==> config.mk <==
export PLATFORM = sky130hd
export DESIGN_NAME = sorted_stream_out
export DESIGN_NICKNAME = d
export VERILOG_FILES = /design/src/rtl/heapsort_pkg.sv /design/src/rtl/sorted_stream_out_fs_edge_det.sv /design/src/rtl/sorted_stream_out.sv
export SDC_FILE = /design/constraint.sdc
export NUM_CORES = 1
export LEC_CHECK = 0
export CAP_MARGIN = 20
export CORE_ASPECT_RATIO = 1.75
export CORE_MARGIN = 4
export CORE_UTILIZATION = 30
export DETAILED_ROUTE_END_ITERATION = 6
export PLACE_DENSITY_LB_ADDON = 0.25
export SLEW_MARGIN = 20
export SYNTH_ARGS = -nofsm -noshare
export SYNTH_HDL_FRONTEND = slang
export SYNTH_HIERARCHICAL = 1
export SYNTH_SLANG_ARGS = --single-unit
export TNS_END_PERCENT = 5
==> constraint.sdc <==
create_clock -name clk -period 4.3 [get_ports clk]
set_clock_uncertainty 0.1 [all_clocks]
set_input_delay 0.86 -clock clk [delete_from_list [all_inputs] [get_ports clk]]
set_output_delay 0.86 -clock clk [all_outputs]
set_load 0.03 [all_outputs]
==> src/rtl/heapsort_pkg.sv <==
// Shared widths and read-side FSM states for the heapsort core.
package heapsort_pkg;
   localparam int DATA_W_DEF = 16;
   localparam int ADDR_W_DEF = 10;

   typedef enum logic [1:0] {IDLE, FETCH, LATCH, WAIT_FS} state_t;
endpackage

==> src/rtl/sorted_stream_out_fs_edge_det.sv <==
// Rising-edge detector for the sample-rate strobe.
module fs_edge_det (
   input  logic clk,
   input  logic rst,
   input  logic fs,
   output logic fs_rise
);
   logic r_fs_d;

   // Resetting to 1 keeps a strobe already high at reset release from counting as an edge.
   always_ff @(posedge clk) begin
      if (rst) r_fs_d <= 1'b1;
      else     r_fs_d <= fs;
   end

   assign fs_rise = fs & ~r_fs_d;
endmodule

==> src/rtl/sorted_stream_out.sv <==
// Streams one sorted frame out of a RAM bank, one word per fs rising edge,
// with a one-word prefetch buffer hiding the RAM read latency.
module sorted_stream_out
   import heapsort_pkg::*;
#(
   parameter int DATA_W = DATA_W_DEF,
   parameter int ADDR_W = ADDR_W_DEF,
   parameter bit ORDER  = 1'b0
) (
   input  logic              clk,
   input  logic              rst,
   input  logic              fs,
   input  logic              sort_done,
   input  logic              sort_bank,
   output logic              ram_rd_en,
   output logic [ADDR_W:0]   ram_addr,
   input  logic [DATA_W-1:0] ram_rdata,
   output logic [DATA_W-1:0] data_out,
   output logic              data_valid,
   output logic              frame_start,
   output logic              busy,
   output logic              overrun,
   output logic              underrun
);
   state_t              r_state;
   logic                r_bank;
   logic [ADDR_W-1:0]   r_idx;
   logic [ADDR_W-1:0]   r_count;
   logic [DATA_W-1:0]   r_buf;
   logic [DATA_W-1:0]   r_dout;
   logic                r_valid;
   logic                r_fstart;
   logic                r_busy;
   logic                r_overrun;
   logic                r_underrun;

   logic                w_fs_rise;
   logic                w_last;
   logic [ADDR_W-1:0]   w_idx_nxt;

   fs_edge_det u_fs_edge (
      .clk     (clk),
      .rst     (rst),
      .fs      (fs),
      .fs_rise (w_fs_rise)
   );

   assign w_last    = &r_count;
   assign w_idx_nxt = ORDER ? (r_idx - ADDR_W'(1)) : (r_idx + ADDR_W'(1));

   // The next read is issued on the fs edge itself so the buffer refills
   // in LATCH and the FSM is back in WAIT_FS two clocks after the edge.
   assign ram_rd_en = (r_state == FETCH) |
                      ((r_state == WAIT_FS) & w_fs_rise & ~w_last);
   assign ram_addr  = {r_bank, (r_state == WAIT_FS) ? w_idx_nxt : r_idx};

   always_ff @(posedge clk) begin
      if (rst) begin
         r_state    <= IDLE;
         r_bank     <= 1'b0;
         r_idx      <= '0;
         r_count    <= '0;
         r_buf      <= '0;
         r_dout     <= '0;
         r_valid    <= 1'b0;
         r_fstart   <= 1'b0;
         r_busy     <= 1'b0;
         r_overrun  <= 1'b0;
         r_underrun <= 1'b0;
      end else begin
         r_valid  <= 1'b0;
         r_fstart <= 1'b0;
         if (sort_done && r_busy) r_overrun <= 1'b1;
         if (w_fs_rise && (r_state == FETCH || r_state == LATCH)) r_underrun <= 1'b1;
         case (r_state)
            IDLE: begin
               if (sort_done) begin
                  r_bank  <= sort_bank;
                  r_idx   <= ORDER ? '1 : '0;
                  r_count <= '0;
                  r_busy  <= 1'b1;
                  r_state <= FETCH;
               end
            end
            FETCH: r_state <= LATCH;
            LATCH: begin
               r_buf   <= ram_rdata;
               r_state <= WAIT_FS;
            end
            WAIT_FS: begin
               if (w_fs_rise) begin
                  r_dout   <= r_buf;
                  r_valid  <= 1'b1;
                  r_fstart <= (r_count == '0);
                  r_count  <= r_count + ADDR_W'(1);
                  if (w_last) begin
                     r_busy  <= 1'b0;
                     r_state <= IDLE;
                  end else begin
                     r_idx   <= w_idx_nxt;
                     r_state <= LATCH;
                  end
               end
            end
            default: r_state <= IDLE;
         endcase
      end
   end

   assign data_out    = r_dout;
   assign data_valid  = r_valid;
   assign frame_start = r_fstart;
   assign busy        = r_busy;
   assign overrun     = r_overrun;
   assign underrun    = r_underrun;
endmodule

# ---- Yosys cells after proc, flatten, opt, wreduce, memory -nomap -nowiden
# Cells that the tools add are included.
# W data, S select, Z words.
dict set report word_totals {
  out_inout_bits 33
  in_bits 21
  reg_bits 61
  word_cells 60
}
dict set report op_classes {
  eq_ne 7
  n_reduce_logical 15
  addsub 2
  bitwise_logic 8
  mux 16
}
# cell count
set op_table {}
lappend op_table {{$mux W10} 5}
lappend op_table {{$pmux W10 S2} 2}
lappend op_table {{$add A10 B1 Y10 const B} 2}
lappend op_table {{$logic_not A10 Y1} 1}
lappend op_table {{$reduce_and A10 Y1} 1}
lappend op_table {{$ne A2 B2 Y1 const B} 4}
lappend op_table {{$pmux W2 S4} 1}
lappend op_table {{$reduce_and A4 Y1} 2}
lappend op_table {{$mux W2} 3}
lappend op_table {{$reduce_and A2 Y1} 3}
lappend op_table {{$eq A2 B2 Y1 const B} 2}
lappend op_table {{$mux W1} 4}
lappend op_table {{$not A1 Y1} 4}
lappend op_table {{$and A1 B1 Y1} 3}
lappend op_table {{$reduce_and A3 Y1} 1}
lappend op_table {{$reduce_or A3 Y1} 1}
lappend op_table {{$eq A2 B1 Y1 const B} 1}
lappend op_table {{$logic_and A1 B1 Y1} 2}
lappend op_table {{$logic_not A2 Y1} 1}
lappend op_table {{$pmux W1 S2} 1}
lappend op_table {{$reduce_bool A2 Y1} 1}
lappend op_table {{$reduce_or A2 Y1} 1}
lappend op_table {{$logic_or A1 B1 Y1} 1}
lappend op_table {{$or A1 B1 Y1} 1}

# ---- Depth between registers and ports, before layout
dict set report logic_depth {
  word_depth 5
  mapped_depth 7
  ltp_nobuf 6
}

# ---- By module
# Netlist, hierarchy kept.
# module n_inst area_each_um2 seq_area_each_um2 cells_each
set modules_own_cells {}
lappend modules_own_cells {sorted_stream_out 1 2763.9 1201.2 324}
lappend modules_own_cells {fs_edge_det 1 32.5 20.0 3}

# ---- Least setup slack after synthesis
# No wires, ideal clock.
dict set report synth_timing {
  path_type {in2out}
  start {input port fs}
  end {output port ram_rd_en}
  path_buffers 2
  path_stages 5
  arrival_time_ns 2.051
  setup_slack_ns 1.289
  required_ns 3.340
  cell_sequence {nor2b_1 and2_1 clkbuf_1 buf_2 a21o_1}
}
dict set report synth_via {
  elab_chain_len 4
}
# item line
set synth_lines {}
lappend synth_lines {{start, declared} sorted_stream_out.sv:12} ;# input logic fs,
lappend synth_lines {{$and A1 B1 Y1} sorted_stream_out_fs_edge_det.sv:16} ;# assign fs_rise = fs & ~r_fs_d;
lappend synth_lines {{$and A1 B1 Y1 (2 in a row)} sorted_stream_out.sv:54} ;# ((r_state == WAIT_FS) & w_fs_rise & ~w_last);
lappend synth_lines {{$or A1 B1 Y1} sorted_stream_out.sv:53} ;# assign ram_rd_en = (r_state == FETCH) |
lappend synth_lines {{end, declared} sorted_stream_out.sv:15} ;# output logic ram_rd_en,
# Every way passes these cells.

# ---- Worst setup path in the final report
dict set report layout_timing {
  start {register r_state[0]}
  end {output port ram_addr[5]}
}
dict set report layout_via {
  elab_chain_len 2
}
# item line
set layout_lines {}
lappend layout_lines {{start, declared} sorted_stream_out.sv:25} ;# state_t r_state;
lappend layout_lines {{start signal, assigned} sorted_stream_out.sv:59} ;# r_state <= IDLE;
lappend layout_lines {{start signal, assigned} sorted_stream_out.sv:82} ;# r_state <= FETCH;
lappend layout_lines {{start signal, assigned} sorted_stream_out.sv:85} ;# FETCH: r_state <= LATCH;
lappend layout_lines {{$eq A2 B2 Y1} sorted_stream_out.sv:55} ;# assign ram_addr = {r_bank, (r_state == WAIT_FS) ? w_idx_nxt : r_idx};
lappend layout_lines {{$mux W10} sorted_stream_out.sv:55}
lappend layout_lines {{end, declared} sorted_stream_out.sv:16} ;# output logic [ADDR_W:0] ram_addr,
# Every way passes these cells.

==> results.cfg <==
[floorplanning]
rows = 46
core_um2 = 9094
die_x_um = 80.99
dieHeight_um = 135.7
ios = 54
dieArea_um2 = 10990
start_util_pct = 30.75

[outcome]
outcome = finished clean

[drt]
vias_per_cell = 4.950
routedWlPerCell_um = 13.85
drt_first_pass_iters = 5
highest_layer = met4
first_iter_violations = 181
drc = 0
vias = 2485
finalWirelength_mm = 6.954
wl_met1_mm = 2.625
wl_met3_um = 262
wl_met2_mm = 3.892
ant_nets = 0

[logic_synthesis]
syn_area_um2 = 2796
synthFlopType = dfxtp_1
syn_nets = 357
synth_adder_area_share_pct = 4.027
synth.top_cell.area_share_pct = 43.67
synth_commonest_cells = 61 x dfxtp_1, 48 x nand2_1, 31 x a21oi_1, 31 x nor2_1, 16 x mux2i_1
ys_warn_count = 6
synth-seq-cells = 61
synth-simple-area-share_pct = 24.61
seq_area_frac_synth_pct = 43.67
async_flop_share_pct = 0
muxShareOfSynthArea_pct = 6.667
yosys.area_share.xor_xnor_pct = 3.758
synth_compound_area_share_pct = 12.89
post-synth-top-count-cell = dfxtp_1
syn-mean-instance-area_um2 = 8.552
synth_top_cell_by_area = dfxtp_1
synth_cells = 327
yosysUniqueCellTypes = 49
synth_edf_count = 0
yosys-top-cells-area = dfxtp_1 44%, nand2_1 6.4%, mux2i_1 5.7%, a21oi_1 5.5%, nor2_1 4.2%
synth_top_family_by_area = simple AND/OR/NAND/NOR gates

[clock_tree]
ctsResizeCount = 0
clkSinkCount = 61
clock-root-buffer = clkbuf_16
htreeDepth = 3
clk_pin_slew_ns = 0.05
clk_latency_ns = 0.32
hold_buffers = 0
post-cts-setup-buffers = 0
clockBufferDepth = 2
cts_tree = done
cts_buffers = 9

[global_route]
grt_usage_pct = 13.52
grt_pass1_vias = 2460
grt_overflow = 0
grt_max_degree = 51
antenna_found_initial = 0
grt_pass1_wl_mm = 11.50

[worst_setup_path]
cp-start-kind = flop
cpMaxStageDelayCell = clkdlybuf4s50_1
slowest_delay_ns = 0.68
r2r-start = r_state[0]$_SDFFE_PP0P_
crit_fanout = 19
cp-end-kind = primary output
ff2ff_path_depth = 5
r2r_end = r_idx[7]$_SDFFE_PP0P_
path_class = flop to primary output
required_ns = 3.34
worstSetupEndpoint = ram_addr[5]
startpoint = r_state[0]$_SDFFE_PP0P_
worstPathCellList = ha_1 > inv_2 > nor3_1 > xor2_1 > clkdlybuf4s50_1
crit_arrival_ns = 2.73
rrSetupSlack_ns = 1.94

[timing]
setup_viol = 0
hold_ws_ns = 0.3490
tns_ns = 0
layout_min_cycle_time_ns = 3.692
drv_slew = 0
hold_viol_final = 0
max_freq_mhz = 270.8
slew_headroom_pct = 30.29
final.period_utilization_pct = 85.87
tightest_slew_ns = 1.046
rsz0062_at_grt = no

[cells_and_area]
area_growth_pct = 32.71
finalNetCount = 408
final_util_pct = 40.81
final_layout_size_suffix_gt1_share_pct = 7.330
stdcell_count = 502
antenna_cells = 0

[worst_hold_path]
hp-start = r_buf[14]$_SDFFE_PP0P_
min_path_type = flop to flop

[power]
vdd_drop_max_v = 0.0002202
p_per_area_nw_per_um2 = 429.2
p_leak_nw = 1.285

[placed_design]
io_buffers = 53
placed_cells = 487
dp_hpwl_mm = 4.989
finalWeightedCongestion = 0.7995

[job]
maxCapViolations = 0
[area by class of cell]
type / instances / area (um2)
clock buffers: 12 / 266.5
clock inverters: 3 / 20.02
fillers: 958 / 5383
inverters: 12 / 45.04
multi-input cells: 237 / 1453
flip-flops and latches: 61 / 1221
well taps: 120 / 150.1
repair buffers: 57 / 555.5
[where the power goes]
part | leakage (nW) | switching [mW] | internal [mW]
clock network | 0.137 | 0.244 | 0.432
registers | 0.493 | 0.0217 | 0.601
logic | 0.655 | 0.174 | 0.119
[per-layer routing]
layer	vias up	GRT usage, %
met5	-	0
met4	0	7.143
met3	13	3.728
met2	57	24.34
met1	1181	13.74
li1	1234	-
[critical path, delay by kind of cell (launching register included)]
kind,cells,cell delay [ns]
adders and majority gates,1,0.65
xor gates and xnor gates,1,0.16
buffers and inverters,2,0.93
and+or+nand+nor,1,0.28
DFF,1,0.39
[cells by family after synthesis]
kind of cell,after synthesis
and+or+nand+nor,139
DFF,61
AOI/OAI and AO/OA,59
buffers and inverters,29
muxes,18
xor gates and xnor gates,12
adders and majority gates,9
[flip-flops by register name, indices dropped and copies added, names as in the netlist]
signal and flops:
busy 1, data_out 16, data_valid 1, frame_start 1, overrun 1, r_bank 1
r_buf 16, r_count 10, r_idx 10, r_state 2, u_fs_edge/r_fs_d 1, underrun 1
[per-stage QoR]
step | area [um2] | setup WS, ns | total power [mW]
4_1_cts | 3711 | 0.5692 | 1.619
2_1_floorplan | 2796 | 1.289 | 0.8377
3_5_place_dp | 3425 | 0.7552 | 0.9298
6_report | 3711 | 0.6078 | 1.593
5_1_grt | 3711 | 0.4407 | 1.671
3_3_place_gp | 3425 | 0.7629 | 0.9244
[layout by cell type, fill, tap and decap left out, drive strengths merged, types with 4 or more instances in the layout]
cell            n
dfxtp          61
clkdlybuf4s50  52
nand2          49
nor2           31
a21oi          31
mux2i          16
inv            12
clkbuf         12
nand3          11
ha              9
nand4           8
o21ai           8
xnor2           6
xor2            6
nand2b          6
nor2b           5
o31ai           5
nor3            5
buf             5
and2            4
[how the worst min path moves through the flow]
| stage | depth (start not counted) | slack, ns | to |
|---|---|---|---|
| after floorplan | 1 | 0.33 | frame_start$_SDFF_PP0_ |
| after global placement | 2 | 0.34 | data_out[2]$_SDFFE_PP0N_ |
| after detailed placement | 2 | 0.35 | data_out[12]$_SDFFE_PP0N_ |
| after CTS | 2 | 0.35 | data_out[14]$_SDFFE_PP0N_ |
| after global routing | 2 | 0.37 | data_out[3]$_SDFFE_PP0N_ |
| final | 2 | 0.35 | data_out[14]$_SDFFE_PP0N_ |
(Power assumes the default switching activity.)
